[config.mk]
export PLATFORM = sky130hd
export DESIGN_NAME = regfile_wb_arbiter
export DESIGN_NICKNAME = d
export VERILOG_FILES = /design/src/rtl/regfile_wb_arbiter_pkg.sv /design/src/rtl/rr_arbiter_core.sv /design/src/rtl/regfile_wb_arbiter.sv
export SDC_FILE = /design/constraint.sdc
export NUM_CORES = 1
export LEC_CHECK = 0
export ABC_AREA = 1
export ABC_CLOCK_PERIOD_IN_PS = 5100
export CAP_MARGIN = 20
export CORE_MARGIN = 2
export CORE_UTILIZATION = 30
export CTS_BUF_LIST = sky130_fd_sc_hd__clkbuf_4 sky130_fd_sc_hd__clkbuf_8
export DETAILED_ROUTE_END_ITERATION = 8
export GPL_ROUTABILITY_DRIVEN = 0
export PLACE_DENSITY = 0.82
export RECOVER_POWER = 100
export SYNTH_ARGS = -nofsm -noshare
export SYNTH_HDL_FRONTEND = slang
export SYNTH_SLANG_ARGS = --single-unit
export TNS_END_PERCENT = 100
[constraint.sdc]
create_clock -name Clk -period 5.1 [get_ports Clk]
set_input_delay 0.51 -clock Clk [delete_from_list [all_inputs] [get_ports Clk]]
set_output_delay 0.51 -clock Clk [all_outputs]
set_load 0.02 [all_outputs]
[src/rtl/regfile_wb_arbiter_pkg.sv]
// Shared definitions for the register-file writeback arbiter: register geometry and the
// flattened per-requester bus slice convention.
`timescale 1ns/1ps
package regfile_wb_arbiter_pkg;

  localparam int unsigned REG_AW = 5;
  localparam int unsigned REG_DW = 32;
  localparam logic [REG_AW-1:0] REG_ZERO = 5'd0;

  // Requester k of a flattened bus with per-slot width w occupies [w*k +: w].
  function automatic int unsigned slice_lo(int unsigned k, int unsigned w);
    return k * w;
  endfunction

endpackage

[src/rtl/rr_arbiter_core.sv]
// Combinational round-robin arbiter: picks the first requester at or after ptr (wrapping),
// returning a one-hot grant and its encoded index. Reusable by any shared resource.
`timescale 1ns/1ps
module rr_arbiter_core #(
  parameter int unsigned NREQ = 3,
  parameter int unsigned PW   = 2
) (
  input  logic [NREQ-1:0] i_req,
  input  logic [PW-1:0]   i_ptr,
  input  logic            i_hold,
  output logic [NREQ-1:0] o_gnt,
  output logic [PW-1:0]   o_idx
);

  logic [NREQ-1:0] w_mask;
  logic [NREQ-1:0] w_hi;
  logic [NREQ-1:0] w_sel;
  logic [NREQ-1:0] w_first;

  // Requests at or above ptr take priority; if none, wrap to the lowest requester overall.
  assign w_mask  = ~((NREQ'(1) << i_ptr) - NREQ'(1));
  assign w_hi    = i_req & w_mask;
  assign w_sel   = (|w_hi) ? w_hi : i_req;
  assign w_first = w_sel & (~w_sel + NREQ'(1));
  assign o_gnt   = i_hold ? '0 : w_first;

  for (genvar b = 0; b < PW; b++) begin : g_enc
    logic [NREQ-1:0] w_bit_mask;
    for (genvar k = 0; k < NREQ; k++) begin : g_k
      assign w_bit_mask[k] = (((k >> b) & 1) == 1);
    end
    assign o_idx[b] = |(o_gnt & w_bit_mask);
  end

endmodule

[src/rtl/regfile_wb_arbiter.sv]
// Round-robin arbiter sharing the register file's single write port among NREQ writeback
// sources, with a registered write stage. Define WB_BYPASS_EN to add write-to-read forwarding.
`timescale 1ns/1ps
module regfile_wb_arbiter
  import regfile_wb_arbiter_pkg::*;
#(
  parameter int unsigned NREQ = 3,
  parameter int unsigned AW   = REG_AW,
  parameter int unsigned DW   = REG_DW,
  parameter int unsigned PW   = 3
) (
  input  logic             Clk,
  input  logic             Reset,
  input  logic             hold,
  input  logic [NREQ-1:0]  req_valid,
  output logic [NREQ-1:0]  req_ready,
  input  logic [AW*NREQ-1:0] req_addr,
  input  logic [DW*NREQ-1:0] req_data,
  output logic             WR,
  output logic [AW-1:0]    WA,
  output logic [DW-1:0]    WD,
  output logic [PW-1:0]    grant_id,
  output logic             idle
`ifdef WB_BYPASS_EN
  ,
  input  logic [AW-1:0]    RA,
  input  logic [AW-1:0]    RB,
  input  logic [DW-1:0]    RDA_in,
  input  logic [DW-1:0]    RDB_in,
  output logic [DW-1:0]    RDA_out,
  output logic [DW-1:0]    RDB_out
`endif
);

  logic [NREQ-1:0] w_gnt;
  logic [PW-1:0]   w_idx;
  logic            w_xfer;
  logic [PW-1:0]   w_ptr_next;
  logic [AW-1:0]   w_addr_acc [NREQ+1];
  logic [DW-1:0]   w_data_acc [NREQ+1];
  logic [AW-1:0]   w_sel_addr;
  logic [DW-1:0]   w_sel_data;

  logic            r_wr;
  logic [AW-1:0]   r_wa;
  logic [DW-1:0]   r_wd;
  logic [PW-1:0]   r_gid;
  logic [PW-1:0]   r_ptr;

  // Reset is folded into hold so no requester sees a grant while the block is in reset.
  rr_arbiter_core #(
    .NREQ (NREQ),
    .PW   (PW)
  ) u_arb (
    .i_req  (req_valid),
    .i_ptr  (r_ptr),
    .i_hold (hold | Reset),
    .o_gnt  (w_gnt),
    .o_idx  (w_idx)
  );

  assign req_ready = w_gnt;
  assign w_xfer    = |w_gnt;

  // One-hot AND-OR mux of the winner's address/data.
  assign w_addr_acc[0] = '0;
  assign w_data_acc[0] = '0;
  for (genvar k = 0; k < NREQ; k++) begin : g_mux
    localparam int unsigned AddrLo = slice_lo(k, AW);
    localparam int unsigned DataLo = slice_lo(k, DW);
    assign w_addr_acc[k+1] = w_addr_acc[k] | (req_addr[AddrLo +: AW] & {AW{w_gnt[k]}});
    assign w_data_acc[k+1] = w_data_acc[k] | (req_data[DataLo +: DW] & {DW{w_gnt[k]}});
  end
  assign w_sel_addr = w_addr_acc[NREQ];
  assign w_sel_data = w_data_acc[NREQ];

  assign w_ptr_next = (w_idx == PW'(NREQ - 1)) ? '0 : w_idx + PW'(1);

  always_ff @(posedge Clk or posedge Reset) begin
    if (Reset) begin
      r_wr  <= 1'b0;
      r_wa  <= '0;
      r_wd  <= '0;
      r_gid <= '0;
      r_ptr <= '0;
    end else begin
      // Writes to $0 are accepted and recorded but never enabled.
      r_wr <= w_xfer && (w_sel_addr != AW'(REG_ZERO));
      if (w_xfer) begin
        r_wa  <= w_sel_addr;
        r_wd  <= w_sel_data;
        r_gid <= w_idx;
        r_ptr <= w_ptr_next;
      end
    end
  end

  assign WR       = r_wr;
  assign WA       = r_wa;
  assign WD       = r_wd;
  assign grant_id = r_gid;
  assign idle     = ~(|req_valid) & ~r_wr;

`ifdef WB_BYPASS_EN
  assign RDA_out = (r_wr && (r_wa == RA) && (RA != AW'(REG_ZERO))) ? r_wd : RDA_in;
  assign RDB_out = (r_wr && (r_wa == RB) && (RB != AW'(REG_ZERO))) ? r_wd : RDB_in;
`endif

endmodule
==> metrics, run 1 <==
outcome=finished with violations; failing checks=capacitance limit, slew limit; setup TNS=0 ns; Setup crit end kind=output pin; register area share after synthesis=45.89%; post-route ant nets=0; Fill cells=717; Rel. slew slack=-6.532%; placed cells=approximately 580; Fin. Hold Viols=0; cts-stage hold buffer count=0; Resize count post-CTS=0; critical path startpoint category=flop; grt ovf=0; hold_ws=between 0.4 and 0.5 ns; Vias/cell=around 4.5; first-pass GRT wire length=12240 µm; WL/cell=~13 µm; Worst Path Max Fanout=33; Max Clk Rate=between 200 and 250 MHz; ys flop type=dfrtp_1; initial antenna violation count=0; n_diodes=0; Global Route Usage Sum=between 15 and 20%; Yosys top cell area share=45.89%; Mean Syn Cell Area=~7.0 µm²; Pwr Total=roughly 1.8 mW; clock skew=about 0.0073 ns; register area=about 1100 µm²; worst slew pin tran=1.596 ns; worst-case clock buffer depth=2; Peak VDD IR=between 150 and 200 µV; Final Core Density=about 53%; Warnings, synthesis=0; vias in the first global route=~2.7k; Post-synth ARST share=100.0%; Die Ht=92.41 µm; Starting Density=around 31%; critical path class=reg -> out; Root Driver=clkbuf_8; synthesized area=roughly 2300 µm²; Data arrival, critical path=about 3.7 ns; worst min path class=reg -> reg; placed cell area=approximately 4000 µm²; Critical-path top delay cell=inv_1; Leakage=between 2 and 2.5 nW; WL final=7574 µm; Distinct cells, synth=21; CTS buffer count=5; synth cell count leaders=nand2_1, dfrtp_1, a21oi_1; vias=~2.7k; DP Worst Slack=roughly 1.5 ns; syn nets=around 450; number of enable flip-flop cells after synthesis=0; First DRT Iteration DRCs=between 60 and 70; drt pass-1 iters=4; Most common cell on crit path=nand2_1; clk_lat worst skew=0.29 ns; total of max-cap violations=1; # IOs=about 160; Residual DRC=0; Net count, final=607; Rows=32; clock sinks=between 40 and 50; CTS tree=built; Layout area overhead=74.33%; Die Wd=slightly above 90 µm; area of the multi-input gates=between 1000 and 1500 µm²; hpwl dp=between 5000 and 6000 µm; share of cells above drive strength 1=3.265%; fin crit share=approximately 83%; CP required=4.59 ns; count leader, synth=nand2_1; fin worst setup slack=~0.87 ns; largest net degree at the start of global routing=44; Core Footprint=approximately 7600 µm²; clock slew at reported path FFs=0.07 ns; Area contributors post-synth=dfrtp_1, nand2_1, a21oi_1, nand3_1, inv_1; Setup-failing EPs final=0; slowest stage delay, CP=0.81 ns; area leader, netlist=dfrtp_1; Yosys reg bits=43; crit-path cells=nor2_1, nand2_1, ha_1, nand2_1, nand2_1, inv_2, nand3_1, nand2_1, nor2_2, nand2_1, inv_1, clkdlybuf4s50_1; Mapped Cells=roughly 330; final instance area=around 4100 µm²; Final min period=between 4 and 5 ns; Power Density=between 400 and 500 nW/µm²; setup repair after global routing missed its margin=no; fin. max-slew vios=44; H-tree levels=2; Finished Layout Cells=between 500 and 600; postcts setup bufs=0; die area=8539 µm²; IO buf count=160
==> sequential cells by signal, summed over array words and instances, names as in the netlist <==
register  flops
grant_id      2
WD           32
r_ptr         3
WA            5
WR            1
==> cell usage in the layout (no fill, tap or decap) <==
cell type        Yosys  layout
o21ai_0              1       1
dlygate4sd3_1        0      44
inv_1               11      13
clkbuf_4             0       1
nor2_4               0       1
ha_1                 1       1
nand4_1              4       4
inv_4                1       1
nor2_1               7       7
nor2_2               2       1
conb_1               1       1
buf_4                4       2
dfrtp_1             43      43
nand3_1             16      17
a21oi_1             32      32
clkbuf_8             0       7
nor3_4               1       1
o21bai_1             4       4
nand2_1            190     190
clkdlybuf4s50_1      0     116
nor4_1               1       1
inv_2                4       2
==> layout make-up <==
| type | count | share of cell area [%] |
|---|---|---|
| Timing Repair Buffer | 162 | 39.55 |
| Multi-Input combinational cell | 261 | 26.94 |
| Sequential cell | 43 | 26.32 |
| Tap cell | 102 | 3.122 |
| Clock buffer | 8 | 2.541 |
| Inverter | 16 | 1.530 |
==> power by group <==
part	internal, mW	switching (mW)	leakage, nW
Combinational	0.428	0.591	1.46
Sequential	0.500	0.0763	0.536
Clock	0.129	0.111	0.0549
==> routing by layer <==
layer	vias up	track usage, %	routed length, µm
met3	4	4.882	618
li1	1355	-	-
met5	-	0	0
met2	109	33.52	3930
met1	1222	19.11	2961
met4	0	5.348	63
==> cell families (layout without fill, tap and decap cells) <==
kind of cell	Yosys count	in the layout	share of synthesized area, %
DFF	43	43	45.89
other	1	1	0.1599
buffers and inverters	30	186	6.830
AOI/OAI and AO/OA	37	37	8.324
and+or+nand+nor	222	222	38.26
adders and majority gates	1	1	0.5335
==> path summary, 6_finish.rpt <==
check	from	end	slack [ns]	depth (start not counted)
setup / recovery	r_ptr[0]	req_ready[2]	0.87	12
hold / removal	grant_id[0]	grant_id[0]	0.47	2
setup reg to reg	r_ptr[0]	WD[6]	1.93	16
hold reg to reg	grant_id[0]	grant_id[0]	0.47	2
max in group asynchronous	Reset	WD[11]	2.99	2
min in group asynchronous	Reset	WA[1]	1.17	2
==> worst max-delay path, delay by kind of cell, from the launching register on <==
family | cells | cell delay (ns)
adders and majority gates | 1 | 0.32
and+or+nand+nor | 8 | 1.07
buffers and inverters | 3 | 1.63
DFF | 1 | 0.41
(Power assumes the default switching activity.)
==> run 2, diff against run 1 <==
--- a/config.mk
+++ b/config.mk
@@ -6,7 +6,7 @@
 export NUM_CORES = 1
 export LEC_CHECK = 0
 export ABC_AREA = 1
-export ABC_CLOCK_PERIOD_IN_PS = 5100
+export ABC_CLOCK_PERIOD_IN_PS = 4100
 export CAP_MARGIN = 20
 export CORE_MARGIN = 2
 export CORE_UTILIZATION = 30
==> constraint.sdc (replaced) <==
create_clock -name Clk -period 4.1 [get_ports Clk]
set_input_delay 0.41 -clock Clk [delete_from_list [all_inputs] [get_ports Clk]]
set_output_delay 0.41 -clock Clk [all_outputs]
set_load 0.02 [all_outputs]
==> metrics, run 2 (same netlist as run 1, synthesis figures left out) <==
die area=8539 µm² (unchanged); DP Worst Slack=1.137 ns (-0.3527 ns); Vias/cell=4.492 (-1.1%); worst flop-to-flop path endpoint=WD[16]; Final Core Density=53.57% (+0.11 points); Combinational Power Share=55.5% (about the same); IO buf count=160 (unchanged); Hold Startpoint=grant_id[0]; largest net degree at the start of global routing=44 (unchanged); Resize count post-CTS=0 (unchanged); clock skew=0.009015 ns (+0.001678 ns); reg2reg path depth=16 (unchanged); post-route ant nets=0 (unchanged); worst slew pin tran=1.614 ns (+0.01748 ns); Fin. Hold Viols=0 (unchanged); critical path startpoint category=flop; Fill cells=706 (-1.5%); Root Driver=clkbuf_8; grt ovf=0 (unchanged); most frequent cells in the layout=nand2_1, clkdlybuf4s50_1, dlygate4sd3_1, dfrtp_1, a21oi_1; r2r startpoint=r_ptr[0]; placed cells=585 (+0.17%); Core Footprint=7647 µm² (unchanged); fin worst setup slack=0.6595 ns (-0.2127 ns); fin. max-slew vios=44 (unchanged); placed cell area=4006 µm² (+0.19%); vias=2664 (-0.97%); fin crit share=approximately 84%; outcome=finished with violations; Residual DRC=0 (unchanged); clock network power share=13.0% (about the same); Final min period=about 3.4 ns; Setup crit end kind=output pin; cts-stage hold buffer count=0 (unchanged); Finished Layout Cells=593 (+0.17%); R2R setup slack=0.70 ns (-1.23 ns); final instance area=4096 µm² (+0.21%); Psw=0.9599 mW (+23%); hold path cells=2 (unchanged); worst-case clock buffer depth=2 (unchanged); drt pass-1 iters=4 (unchanged); Layout area overhead=74.71%; Net count, final=608 (+0.16%); H-tree levels=2 (unchanged); Starting Density=30.66% (unchanged); worst min path class=reg -> reg; Global Route Usage Sum=17.78% (+0.030 points); worst hold endpoint=grant_id[0]; register area=1076 µm² (unchanged); clock slew at reported path FFs=0.07 ns (about the same); postcts setup bufs=0 (unchanged); Data arrival, critical path=3.03 ns (-0.69 ns); share of cells above drive strength 1=3.870% (+0.60 points); Max Clk Rate=about 290 MHz; total of max-cap violations=1 (unchanged); failing checks=capacitance limit, slew limit; clock sinks=43 (unchanged); first-pass GRT wire length=12160 µm (-0.68%); critical path class=reg -> out; Sw Share=42.16% (-0.25 points); Sequential Power Share=31.5% (about the same); CTS tree=built; CTS buffer count=5 (unchanged); Die Ht=92.41 µm (unchanged); hpwl dp=5840 µm (+1.8%); vias in the first global route=2686 (-0.037%); Pint=1.317 mW (+25%); Worst Path Max Fanout=6 (-82%); commonest non-fill, non-tap cell in the layout=nand2_1; WL final=7582 µm (+0.11%); Pwr Total=2.277 mW (+24%); First DRT Iteration DRCs=69 (+13%); setup TNS=0 ns (unchanged); Leakage=2.063 nW (+0.49%); Rows=32 (unchanged); Setup-failing EPs final=0 (unchanged); CP required=3.69 ns (-0.90 ns); n_diodes=0 (unchanged); setup repair after global routing missed its margin=no; max reg flops=32 (unchanged); clk_lat worst skew=0.29 ns (about the same); initial antenna violation count=0 (unchanged); hold_ws=0.4655 ns (-0.001420 ns); Peak VDD IR=221.8 µV (+30%); Rel. slew slack=-7.699% (-1.2 points); WL/cell=12.79 µm (about the same); # IOs=162 (unchanged); Power Density=555.7 nW/µm² (+24%); Die Wd=92.41 µm (unchanged); area of the multi-input gates=1105 µm² (+0.34%)
## run 2: cell count changes in the layout (fill, tap and decap cells not counted), sizes merged
| cell | before | now |
|---|---|---|
| clkdlybuf4s50 | 116 | 115 |
| dlygate4sd3 | 44 | 45 |
| clkbuf | 8 | 9 |
## run 2: worst max-delay path by stage
stage	startpoint	end	slack (ns)	cells after the start
floorplan	r_ptr[0]	req_ready[2]	1.79	12
global placement	req_valid[0]	req_ready[2]	1.24	10
detailed placement	req_valid[0]	req_ready[2]	1.14	10
CTS	r_ptr[0]	req_ready[2]	0.84	12
global route	r_ptr[0]	WD[24]	0.32	16
finish	r_ptr[0]	req_ready[1]	0.66	11
## run 2: final cells by class
cell class | count | share of cell area (%)
Timing Repair Buffer | 163 | 39.58
Tap cell | 102 | 3.115
Inverter | 16 | 1.527
Clock buffer | 8 | 2.535
Multi-Input combinational cell | 261 | 26.97
Sequential cell | 43 | 26.27
## run 2: worst max-delay path: stages, from the launching register on
cell	delay [ns]
dfrtp_1	0.41
nor2_2	0.18
nand2_1	0.10
ha_1	0.32
nand2_1	0.10
nand2_1	0.08
inv_1	0.09
nand2_1	0.08
nand2_1	0.07
nand2_1	0.13
nor3_1	0.41
dlygate4sd3_1	0.77
## run 2: power groups by stage
stage	Combinational [mW]	Sequential, mW	Clock [mW]
after floorplan	0.509	0.959	0
after global placement	1.31	0.725	0
after detailed placement	1.36	0.733	0
after CTS	1.36	0.729	0.309
after global routing	1.40	0.745	0.322
final	1.26	0.717	0.296
## run 2: metal layers
metal / up-vias / part of all wire, % / track usage (%) / routed length, µm
li1: 1361 / - / - / -
met4: 0 / 1.6 / 6.095 / 119
met2: 105 / 50 / 33.33 / 3823
met5: - / 0 / 0 / 0
met3: 10 / 8.7 / 4.638 / 656
met1: 1188 / 39 / 19.20 / 2984
==> run 3, diff against run 2 <==
--- a/config.mk
+++ b/config.mk
@@ -6,14 +6,14 @@
 export NUM_CORES = 1
 export LEC_CHECK = 0
 export ABC_AREA = 1
-export ABC_CLOCK_PERIOD_IN_PS = 4100
+export ABC_CLOCK_PERIOD_IN_PS = 3100
 export CAP_MARGIN = 20
 export CORE_MARGIN = 2
 export CORE_UTILIZATION = 30
 export CTS_BUF_LIST = sky130_fd_sc_hd__clkbuf_4 sky130_fd_sc_hd__clkbuf_8
 export DETAILED_ROUTE_END_ITERATION = 8
 export GPL_ROUTABILITY_DRIVEN = 0
-export PLACE_DENSITY = 0.82
+export PLACE_DENSITY = 0.85
 export RECOVER_POWER = 100
 export SYNTH_ARGS = -nofsm -noshare
 export SYNTH_HDL_FRONTEND = slang
==> constraint.sdc (replaced) <==
create_clock -name Clk -period 3.1 [get_ports Clk]
set_input_delay 0.31 -clock Clk [delete_from_list [all_inputs] [get_ports Clk]]
set_output_delay 0.31 -clock Clk [all_outputs]
set_load 0.02 [all_outputs]
==> metrics, run 3 (same netlist as run 1, synthesis figures left out) <==
DP Worst Slack=0.2699 ns (-0.8673 ns); clock sinks=43 (unchanged); Final min period=approximately 2.7 ns; Fin. Hold Viols=0 (unchanged); setup TNS=0 ns (unchanged); vias=2740 (+2.9%); vias in the first global route=2652 (-1.3%); Residual DRC=0 (unchanged); Root Driver=clkbuf_8; Starting Density=30.66% (unchanged); worst-case clock buffer depth=2 (unchanged); max reg flops=32 (unchanged); grt ovf=0 (unchanged); outcome=finished with violations; initial antenna violation count=0 (unchanged); Max Clk Rate=approximately 370 MHz; Power Density=733.3 nW/µm² (+32%); hpwl dp=6021 µm (+3.1%); Vias/cell=4.605 (+2.5%); register area=1076 µm² (unchanged); IO buf count=160 (unchanged); Die Wd=92.41 µm (unchanged); Pwr Total=3.010 mW (+32%); Rel. slew slack=-7.421% (+0.28 points); n_diodes=0 (unchanged); worst min path class=reg -> reg; Setup crit end kind=flop; critical path class=reg -> reg; Layout area overhead=75.08%; WL final=7793 µm (+2.8%); total of max-cap violations=1 (unchanged); Die Ht=92.41 µm (unchanged); # IOs=162 (unchanged); Core Footprint=7647 µm² (unchanged); CP required=3.27 ns (-0.42 ns); fin crit share=slightly below 90%; drt pass-1 iters=4 (unchanged); largest net degree at the start of global routing=44 (unchanged); crit-path cells=nor2_2, nand2_1, ha_1, nand2_1, nand2_1, inv_1, nand2_1, nand2_1, nand2_2, nor3_4, buf_6, inv_2, nand3_4, inv_4, nand2_1, nand2_1; H-tree levels=2 (unchanged); Rows=32 (unchanged); fin. max-slew vios=44 (unchanged); cts-stage hold buffer count=0 (unchanged); slowest stage delay, CP=0.41 ns (-0.36 ns); first-pass GRT wire length=12120 µm (-0.34%); Fill cells=694 (-1.7%); setup repair after global routing missed its margin=no; share of cells above drive strength 1=4.868% (+1.0 points); failing checks=capacitance limit, slew limit; Critical-path top delay cell=dfrtp_1; worst slew pin tran=1.610 ns (-0.004165 ns); Most common cell on crit path=nand2_1; WL/cell=13.10 µm (+2.4%); clock slew at reported path FFs=0.07 ns (about the same); commonest non-fill, non-tap cell in the layout=nand2_1; clock skew=0.006914 ns (-0.002101 ns); Worst Path Max Fanout=36 (+30); critical path startpoint category=flop; clk_lat worst skew=0.29 ns (about the same); Leakage=2.058 nW (-0.25%); Data arrival, critical path=2.89 ns (-0.14 ns); First DRT Iteration DRCs=94 (+36%); Global Route Usage Sum=17.78% (about the same); Peak VDD IR=338.7 µV (+53%); CTS tree=built; fin worst setup slack=0.3870 ns (-0.2725 ns); most frequent cells in the layout=nand2_1, clkdlybuf4s50_1, dfrtp_1, dlygate4sd3_1, a21oi_1; Setup-failing EPs final=0 (unchanged); die area=8539 µm² (unchanged); CTS buffer count=5 (unchanged); area of the multi-input gates=1126 µm² (+1.9%); postcts setup bufs=0 (unchanged); post-route ant nets=0 (unchanged); Net count, final=610 (+0.33%)
run 3: cell count changes in the layout (fill, tap and decap cells not counted), moves of 2 or more:
cell           previous run  this run
clkbuf_8                  7         5
nand2_2                   0         2
nand2_1                 190       188
clkbuf_1                  0         3
buf_4                     2         4
dlygate4sd3_1            45        42
run 3: worst paths after layout:
path,start,to,slack (ns),depth (start not counted)
max,r_ptr[0],WD[21],0.39,16
min,grant_id[1],grant_id[1],0.47,2
max reg2reg,r_ptr[0],WD[21],0.39,16
min reg2reg,grant_id[1],grant_id[1],0.47,2
max in group asynchronous,Reset,grant_id[1],1.16,2
min in group asynchronous,Reset,WA[0],1.00,2
run 3: per-stage QoR:
stage,cell area (µm²),hold WS (ns),utilization (%),instances
5_1_grt,4105,0.5023,53.68,595
6_report,4105,0.4684,53.68,595
3_3_place_gp,4021,0.4539,52.59,587
3_5_place_dp,4021,0.4578,52.59,587
4_1_cts,4113,0.4772,53.78,595
2_1_floorplan,2345,0.4238,-,334
run 3: metal layers:
layer  up-vias  GRT usage [%]  routed length (µm)
met5         -              0                   0
met4         0          6.592                 180
met2       120          32.24                3904
met3        15          4.557                 546
met1      1245          19.98                3162
li1       1360              -                   -
run 3: report_power, final:
part | leakage [nW] | internal [mW] | switching (mW)
Combinational | 1.47 | 0.712 | 0.987
Clock | 0.0491 | 0.176 | 0.178
Sequential | 0.536 | 0.824 | 0.135
Total | 2.06 | 1.71 | 1.30
run 3: worst max-delay path, delay by kind of cell (launching register included):
kind,cells,cell delay (ns)
adders and majority gates,1,0.32
buffers and inverters,4,0.67
and+or+nand+nor,11,1.19
DFF,1,0.41
run 3: cell type report:
class                           instances  share of cell area (%)
Sequential cell                        43                   26.21
Inverter                               16                   1.524
Timing Repair Buffer                  165                   39.56
Multi-Input combinational cell        261                   27.43
Clock inverter                          1                  0.1219
Tap cell                              102                   3.109
Clock buffer                            7                   2.042
run 3: what timing repair did:
item | 4_1_cts | 5_1_grt
resized for setup | 1 | 6
endpoints found under the setup margin | 1 | 39
endpoints found under the hold margin | 0 | 0
